--- src/rtl/spi_flash_rd_ctrl_if.sv ---
// Request/response bus between a word-read client and spi_flash_rd_ctrl.
// The master issues read requests and the slave answers with one word each.
interface spi_flash_rd_ctrl_if;
  logic        req_valid;
  logic        req_ready;
  logic [23:0] req_addr;
  logic        rsp_valid;
  logic [31:0] rsp_data;

  modport master (
    output req_valid,
    output req_addr,
    input  req_ready,
    input  rsp_valid,
    input  rsp_data
  );

  modport slave (
    input  req_valid,
    input  req_addr,
    output req_ready,
    output rsp_valid,
    output rsp_data
  );
endinterface

--- src/rtl/spi_flash_rd_ctrl.sv ---
// Turns one word-read request into a SPI flash READ (0x03 + 24-bit address + 32
// data bits, mode 0) and returns the word with the first flash byte in [7:0].
module spi_flash_rd_ctrl #(
  parameter int unsigned CLK_DIV  = 2,
  parameter int unsigned SS_WIDTH = 8,
  parameter int unsigned CS_IDX   = 0
) (
  input  logic                clock,
  input  logic                reset,
  spi_flash_rd_ctrl_if.slave  bus,
  output logic                flash_sck,
  output logic [SS_WIDTH-1:0] flash_ss,
  output logic                flash_mosi,
  input  logic                flash_miso
);

  localparam int unsigned HW = (CLK_DIV > 1) ? $clog2(CLK_DIV) : 1;
  localparam logic [HW-1:0] HALF_LAST = HW'(CLK_DIV - 1);

  typedef enum logic [1:0] {
    IDLE,
    XFER,
    GAP
  } state_e;

  state_e        state_q, state_d;
  logic [HW-1:0] half_q, half_d;
  logic          phase_q, phase_d;
  logic [5:0]    bit_cnt_q, bit_cnt_d;
  logic [31:0]   tx_q, tx_d;
  logic [31:0]   rx_q, rx_d;
  logic          rsp_valid_q, rsp_valid_d;
  logic [31:0]   rsp_data_q, rsp_data_d;

  always_ff @(posedge clock) begin
    if (reset) begin
      state_q     <= IDLE;
      half_q      <= '0;
      phase_q     <= 1'b0;
      bit_cnt_q   <= '0;
      tx_q        <= '0;
      rx_q        <= '0;
      rsp_valid_q <= 1'b0;
      rsp_data_q  <= '0;
    end else begin
      state_q     <= state_d;
      half_q      <= half_d;
      phase_q     <= phase_d;
      bit_cnt_q   <= bit_cnt_d;
      tx_q        <= tx_d;
      rx_q        <= rx_d;
      rsp_valid_q <= rsp_valid_d;
      rsp_data_q  <= rsp_data_d;
    end
  end

  always_comb begin
    state_d     = state_q;
    half_d      = half_q;
    phase_d     = phase_q;
    bit_cnt_d   = bit_cnt_q;
    tx_d        = tx_q;
    rx_d        = rx_q;
    rsp_valid_d = 1'b0;
    rsp_data_d  = rsp_data_q;

    case (state_q)
      IDLE: begin
        if (bus.req_valid) begin
          tx_d      = {8'h03, bus.req_addr};
          half_d    = '0;
          phase_d   = 1'b0;
          bit_cnt_d = '0;
          state_d   = XFER;
        end
      end

      XFER: begin
        if (half_q != HALF_LAST) begin
          half_d = half_q + 1'b1;
        end else begin
          half_d = '0;
          if (!phase_q) begin
            phase_d = 1'b1;
          end else begin
            // Bit end: miso sampled in the last high cycle, only for the data half.
            phase_d   = 1'b0;
            tx_d      = {tx_q[30:0], 1'b0};
            bit_cnt_d = bit_cnt_q + 6'd1;
            if (bit_cnt_q[5]) begin
              rx_d = {rx_q[30:0], flash_miso};
            end
            if (bit_cnt_q == 6'd63) begin
              rsp_valid_d = 1'b1;
              rsp_data_d  = {rx_d[7:0], rx_d[15:8], rx_d[23:16], rx_d[31:24]};
              state_d     = GAP;
            end
          end
        end
      end

      GAP: begin
        if (half_q == HALF_LAST) begin
          half_d  = '0;
          state_d = IDLE;
        end else begin
          half_d = half_q + 1'b1;
        end
      end

      default: state_d = IDLE;
    endcase
  end

  always_comb begin
    flash_ss         = '1;
    flash_ss[CS_IDX] = (state_q != XFER);
  end

  assign flash_sck     = (state_q == XFER) & phase_q;
  assign flash_mosi    = (state_q == XFER) & tx_q[31];
  assign bus.req_ready = (state_q == IDLE);
  assign bus.rsp_valid = rsp_valid_q;
  assign bus.rsp_data  = rsp_data_q;

endmodule

--- src/flat_wrapper.sv ---
// flat-port wrapper written by rule: the top's interface ports become plain ports
module spi_flash_rd_ctrl_flat 
#(
  parameter int unsigned CLK_DIV  = 2,
  parameter int unsigned SS_WIDTH = 8,
  parameter int unsigned CS_IDX   = 0
)
  (clock, reset, flash_sck, flash_ss, flash_mosi, flash_miso, bus_req_valid, bus_req_addr, bus_req_ready, bus_rsp_valid, bus_rsp_data);
  spi_flash_rd_ctrl_if bus_i ();
  input  logic clock;
  input  logic reset;
  output logic flash_sck;
  output logic [SS_WIDTH-1:0] flash_ss;
  output logic flash_mosi;
  input  logic flash_miso;
  input wire logic [$bits(bus_i.req_valid)-1:0] bus_req_valid;
  input wire logic [$bits(bus_i.req_addr)-1:0] bus_req_addr;
  output wire logic [$bits(bus_i.req_ready)-1:0] bus_req_ready;
  output wire logic [$bits(bus_i.rsp_valid)-1:0] bus_rsp_valid;
  output wire logic [$bits(bus_i.rsp_data)-1:0] bus_rsp_data;
  assign bus_i.req_valid = bus_req_valid;
  assign bus_i.req_addr = bus_req_addr;
  assign bus_req_ready = bus_i.req_ready;
  assign bus_rsp_valid = bus_i.rsp_valid;
  assign bus_rsp_data = bus_i.rsp_data;
  spi_flash_rd_ctrl #(.CLK_DIV(CLK_DIV), .SS_WIDTH(SS_WIDTH), .CS_IDX(CS_IDX)) u_core (.clock(clock), .reset(reset), .bus(bus_i), .flash_sck(flash_sck), .flash_ss(flash_ss), .flash_mosi(flash_mosi), .flash_miso(flash_miso));
endmodule
--- config.mk ---
export PLATFORM = sky130hd
export DESIGN_NAME = spi_flash_rd_ctrl_flat
export DESIGN_NICKNAME = d
export VERILOG_FILES = /design/src/rtl/spi_flash_rd_ctrl_if.sv /design/src/rtl/spi_flash_rd_ctrl.sv /design/src/flat_wrapper.sv
export SDC_FILE = /design/constraint.sdc
export NUM_CORES = 1
export LEC_CHECK = 0
export ABC_CLOCK_PERIOD_IN_PS = 2150
export CAP_MARGIN = 20
export CORE_MARGIN = 5
export CORE_UTILIZATION = 50
export CTS_CLUSTER_DIAMETER = 120
export DETAILED_ROUTE_END_ITERATION = 10
export PLACE_DENSITY = 0.78
export RECOVER_POWER = 25
export SYNTH_ARGS = -nofsm -noshare
export SYNTH_HDL_FRONTEND = slang
export SYNTH_SLANG_ARGS = --single-unit
--- constraint.sdc ---
create_clock -name clock -period 2.15 [get_ports clock]
set_input_delay 0.43 -clock clock [delete_from_list [all_inputs] [get_ports clock]]
set_output_delay 0.43 -clock clock [all_outputs]
set_load 0.05 [all_outputs]
Word-level counts from Yosys, hierarchy flattened. Cells that the tools add are included.

Add/subtract/negate cells: 2. Multiply operators: 0. Divide/modulo/power cells: 0. Order comparisons: 0. Equal/unequal tests: 9. Shift-type cells: 0. Mux-type cells: 22. Bitwise gates (word level): 5. Reduce and logical (&&, ||, !) cells: 11.

Operators by type and width (count): two-way mux 32 bit (4); one-hot mux 32 bit (2 select lines) (1); two-way mux 6 bit (3); one-hot mux 6 bit (2 select lines) (1); two-way mux 2 bit (5); inequality test 2 x 1 -> 1 bit, second input constant (5); AND reduction 4 bit (2); adder 6 x 1 -> 6 bit, second input constant (1); equality test 6 bit, second input constant (1); one-hot mux 2 bit (3 select lines) (1); AND reduction 3 bit (2); two-way mux 1 bit (5); AND reduction 5 bit (1); one-hot mux 1 bit (2 select lines) (2); nonzero test 2 bit (2); OR reduction 4 bit (1); inverter 1 bit (3); AND 1 bit (2); equality test 2 x 1 -> 1 bit, second input constant (1); equality test 2 bit, second input constant (1); zero test 2 bit (1); inequality test 2 bit, second input constant (1); AND reduction 2 bit (1); OR reduction 2 bit (1); adder 1 bit, second input constant (1).

Register bits: 107. Latch bits: 0. RAM bits: 0. Memory bits (read-only): 0. Input bits: 28. Output and inout port bits: 44. Logic and storage cells: 57. Memories kept: 0.

Longest topological paths before layout.
Word-level depth: 5. Gate-level depth with buffers: 9. Gate-level depth less buffers: 6.

Worst setup path before layout. No wires, ideal clock.

Path kind: reg-to-output. Start: register u_core.state_q[1]. End: output flash_mosi. Data arrival time: 1529 ps. Data required time: 1720 ps. Setup slack: 191 ps. Stages on the path, launching flop included: 7. Buffers on the path: 3. Path through: dfxtp_1 -> inv_1 -> ha_1 -> buf_2 -> buf_4 -> clkbuf_1 -> and2_1.

Longest elaborated chain between the ends: 2.

Ends and longest elaborated chain: from (decl) (line spi_flash_rd_ctrl.sv:26) `state_e state_q, state_d;`; from (signal assigned) (line spi_flash_rd_ctrl.sv:46) `state_q <= state_d;`; equality test 2 x 1 -> 1 bit (line spi_flash_rd_ctrl.sv:121) `assign flash_mosi = (state_q == XFER) & tx_q[31];`; AND 1 bit (line spi_flash_rd_ctrl.sv:121); to (decl) (line flat_wrapper.sv:14) `output logic flash_mosi;`.

No other way between the ends.

Final worst setup path. Ends and elaborated chain as after synthesis.

==> metrics.md <==
| Metric | Value |
|---|---|
| CP startpoint kind | `register` |
| Least-Margin Pin Slew | `0.5736 ns` |
| Multi-input logic area | `2108 µm²` |
| CP Max Fanout | `17` |
| CP delay by family, top | `buffers and inverters` |
| Max_slew headroom | `61.76%` |
| Antenna diodes | `0` |
| Critical path endpoint category | `output pin` |
| Die area | `11040 µm²` |
| Clock Sinks | `107` |
| Post-synthesis cell type count | `34` |
| Fmax | `0.4887 GHz` |
| Sequential Area | `2143 µm²` |
| Die Span Y | `105.1 µm` |
| Fin crit period | `2.046 ns` |
| Critical-path top delay cell | `dfxtp_1` |
| Crit path DAT | `1.62 ns` |
| Unrepaired setup endpoints after global routing | `no` |
| Residual DRC | `0` |
| WHS | `0.4552 ns` |
| Post-route insts no fill | `661` |
| DRT Wirelength | `8.884 mm` |
| Clk Latency, worst-skew pair | `0.37 ns` |
| Vias per std cell | `5.365` |
| Worst-path clk slew | `0.10 ns` |
| Peak supply drop | `0.3980 mV` |
| WP data required | `1.72 ns` |
| Final Cycle Share | `95.18%` |
| Row cnt | `34` |
| Design Power | `3878 µW` |
| Max cap viols | `0` |
| Via count | `3546` |
| Chip width | `105.1 µm` |
| Syn_area_per_cell | `9.036 µm²` |
| Fin Setup TNS | `0 ns` |
| Kind of critical path | `reg -> out` |
| WL/cell | `13.44 µm` |
| CTS tree | `built` |
| CTS root buf | `clkbuf_8` |
| Worst Hold Class | `reg -> reg` |
| CP cell instances | `inv_1, ha_4, buf_6, and2_1, buf_12` |
| Commonest non-fill, non-tap cell in the layout | `dfxtp_1` |
| Final Setup Violations | `0` |
| GR Util All Layers | `15.91%` |
| #FFs+latches synth | `107` |
| Number of global-route vias before repair | `3250` |
| Drt pass-1 iters | `4` |
| H-Tree Depth | `3` |
| Fill cells | `751` |
| Area Overhead vs Synth | `20.13%` |
| Post-cts hold buffer count | `0` |
| Largest net degree at the start of global routing | `66` |
| Pins Over Slew Limit | `0` |
| Mapped Area | `4518 µm²` |
| Worst Skew | `0.009475 ns` |
| Leakage power | `0.001714 µW` |
| Layout cells sized above 1 | `7.414%` |
| Ports | `72` |
| Num CTS Buffers | `9` |
| Final Net Count | `581` |
| GR Overflow Total | `0` |
| Synth warnings | `0` |
| Hold violation count in the final report | `0` |
| Routed Antenna Nets | `0` |
| Cells after Synth | `500` |
| Post-synthesis sequential area ratio | `47.41%` |
| Ys async rst share | `0%` |
| Gpl congestion | `0.7562` |
| Final WS setup | `0.1037 ns` |
| Power per cell area | `714.6 nW/µm²` |
| DP Worst Slack | `0.2042 ns` |
| Buf/Inv on CP | `3` |
| Max stage delay on crit path | `0.35 ns` |
| DP Wirelength | `6.174 mm` |
| CORE AREA | `8763 µm²` |
| Clock Path Buffers | `2` |
| 1st-iter DRT viols | `208` |
| Most frequent cells in the layout | `dfxtp_1, nor2_1, a211oi_1, nand2_1, clkdlybuf4s50_1` |
| Initial antenna violation count | `0` |
| PortBufs | `64` |
| Main synth FF type | `dfxtp_1` |
| Post-synth EDFFs | `0` |
| Dpl cells | `645` |
| First-pass GRT wire length | `14.95 mm` |
| Starting Density | `51.56%` |
| Status | `completed` |
[cell usage after synthesis (2+ instances only)]
cell,number,area [µm²]
dfxtp_1,107,2142
o21ai_0,4,20.02
a311oi_1,2,17.52
clkbuf_1,14,52.55
nand3_1,11,55.05
buf_4,12,90.09
ha_1,5,62.56
nor3_1,4,20.02
nor2_1,73,274.0
nand2_1,59,221.5
buf_6,3,33.78
a21oi_1,34,170.2
nor2b_1,4,25.02
nand4_1,2,12.51
inv_1,6,22.52
and2_1,2,12.51
mux2i_1,55,550.5
xnor2_1,4,35.03
buf_2,19,95.09
a211oi_1,65,488.0
and3_1,2,12.51
[registers in the layout (all words and copies together), names as in the netlist]
| register | cells |
|---|---|
| u_core.bit_cnt_q | 6 |
| u_core.bus.rsp_data | 32 |
| u_core.tx_q | 32 |
| u_core.half_q | 1 |
| u_core.phase_q | 1 |
| u_core.bus.rsp_valid | 1 |
| u_core.rx_q | 32 |
| u_core.state_q | 2 |
[through the flow]
| step | utilization, % | cell area [µm²] |
|---|---|---|
| after floorplan | - | 4541 |
| after global placement | 59.65 | 5228 |
| after detailed placement | 59.65 | 5228 |
| after CTS | 62.18 | 5449 |
| after global routing | 61.94 | 5428 |
| final | 61.94 | 5428 |
[worst paths after layout]
| path | end | startpoint | slack [ns] | cells after the start |
|---|---|---|---|---|
| setup / recovery | flash_mosi | u_core.state_q[1]$_SDFFE_PP0P_ | 0.10 | 5 |
| hold / removal | u_core.tx_q[31]$_SDFFE_PP0P_ | u_core.tx_q[31]$_SDFFE_PP0P_ | 0.46 | 2 |
| hold reg to reg | u_core.tx_q[31]$_SDFFE_PP0P_ | u_core.tx_q[31]$_SDFFE_PP0P_ | 0.46 | 2 |
| setup reg to reg | u_core.bit_cnt_q[5]$_SDFFE_PP0P_ | u_core.state_q[0]$_SDFFE_PP0P_ | 0.25 | 7 |
[per-layer routing]
layer	vias up	global-route usage, %	routed length (µm)	part of all wire (%)
met5	-	0	0	0
met4	0	5.753	80	0.90
met3	6	3.083	447	5.0
met2	77	26.26	4144	47
met1	1637	20.68	4211	47
li1	1826	-	-	-
[timing repair]
item	in CTS	in global routing
setup endpoints to repair	1	0
buffers inserted	0	0
endpoints found under the hold margin	0	0
gates resized for setup	2	0
[logic make-up (layout without fill, tap and decap cells)]
kind of cell / after synthesis / after routing / synth area share [%]
compound gates: 109 / 109 / 16.15
xor+xnor: 4 / 4 / 0.7753
simple gates: 164 / 164 / 15.20
mux: 56 / 56 / 12.49
fa+ha+maj: 5 / 5 / 1.385
other cells: 1 / 7 / 0.08300
flops: 107 / 107 / 47.41
buf+inv: 54 / 101 / 6.508
[tightest hold or removal path, stage by stage, from the launching register on]
cell	delay, ns
dfxtp_1	0.32
nand2_1	0.05
a21oi_1	0.05
[power by group]
part           internal, µW  leakage, µW  switching, µW  total [µW]
sequential             2060     0.000868           44.6        2100
clock                   559     0.000102            723        1280
combinational           213     0.000743            280         493
[area by class of cell]
class                      count  area share (%)
multi-input combinational    345           38.84
clock inverter                 7           1.544
clock buffer                   9           2.282
timing repair buffer          79           14.94
tap                          108           2.490
inverter                       6          0.4149
sequential                   107           39.49
(Power assumes the default switching activity.)
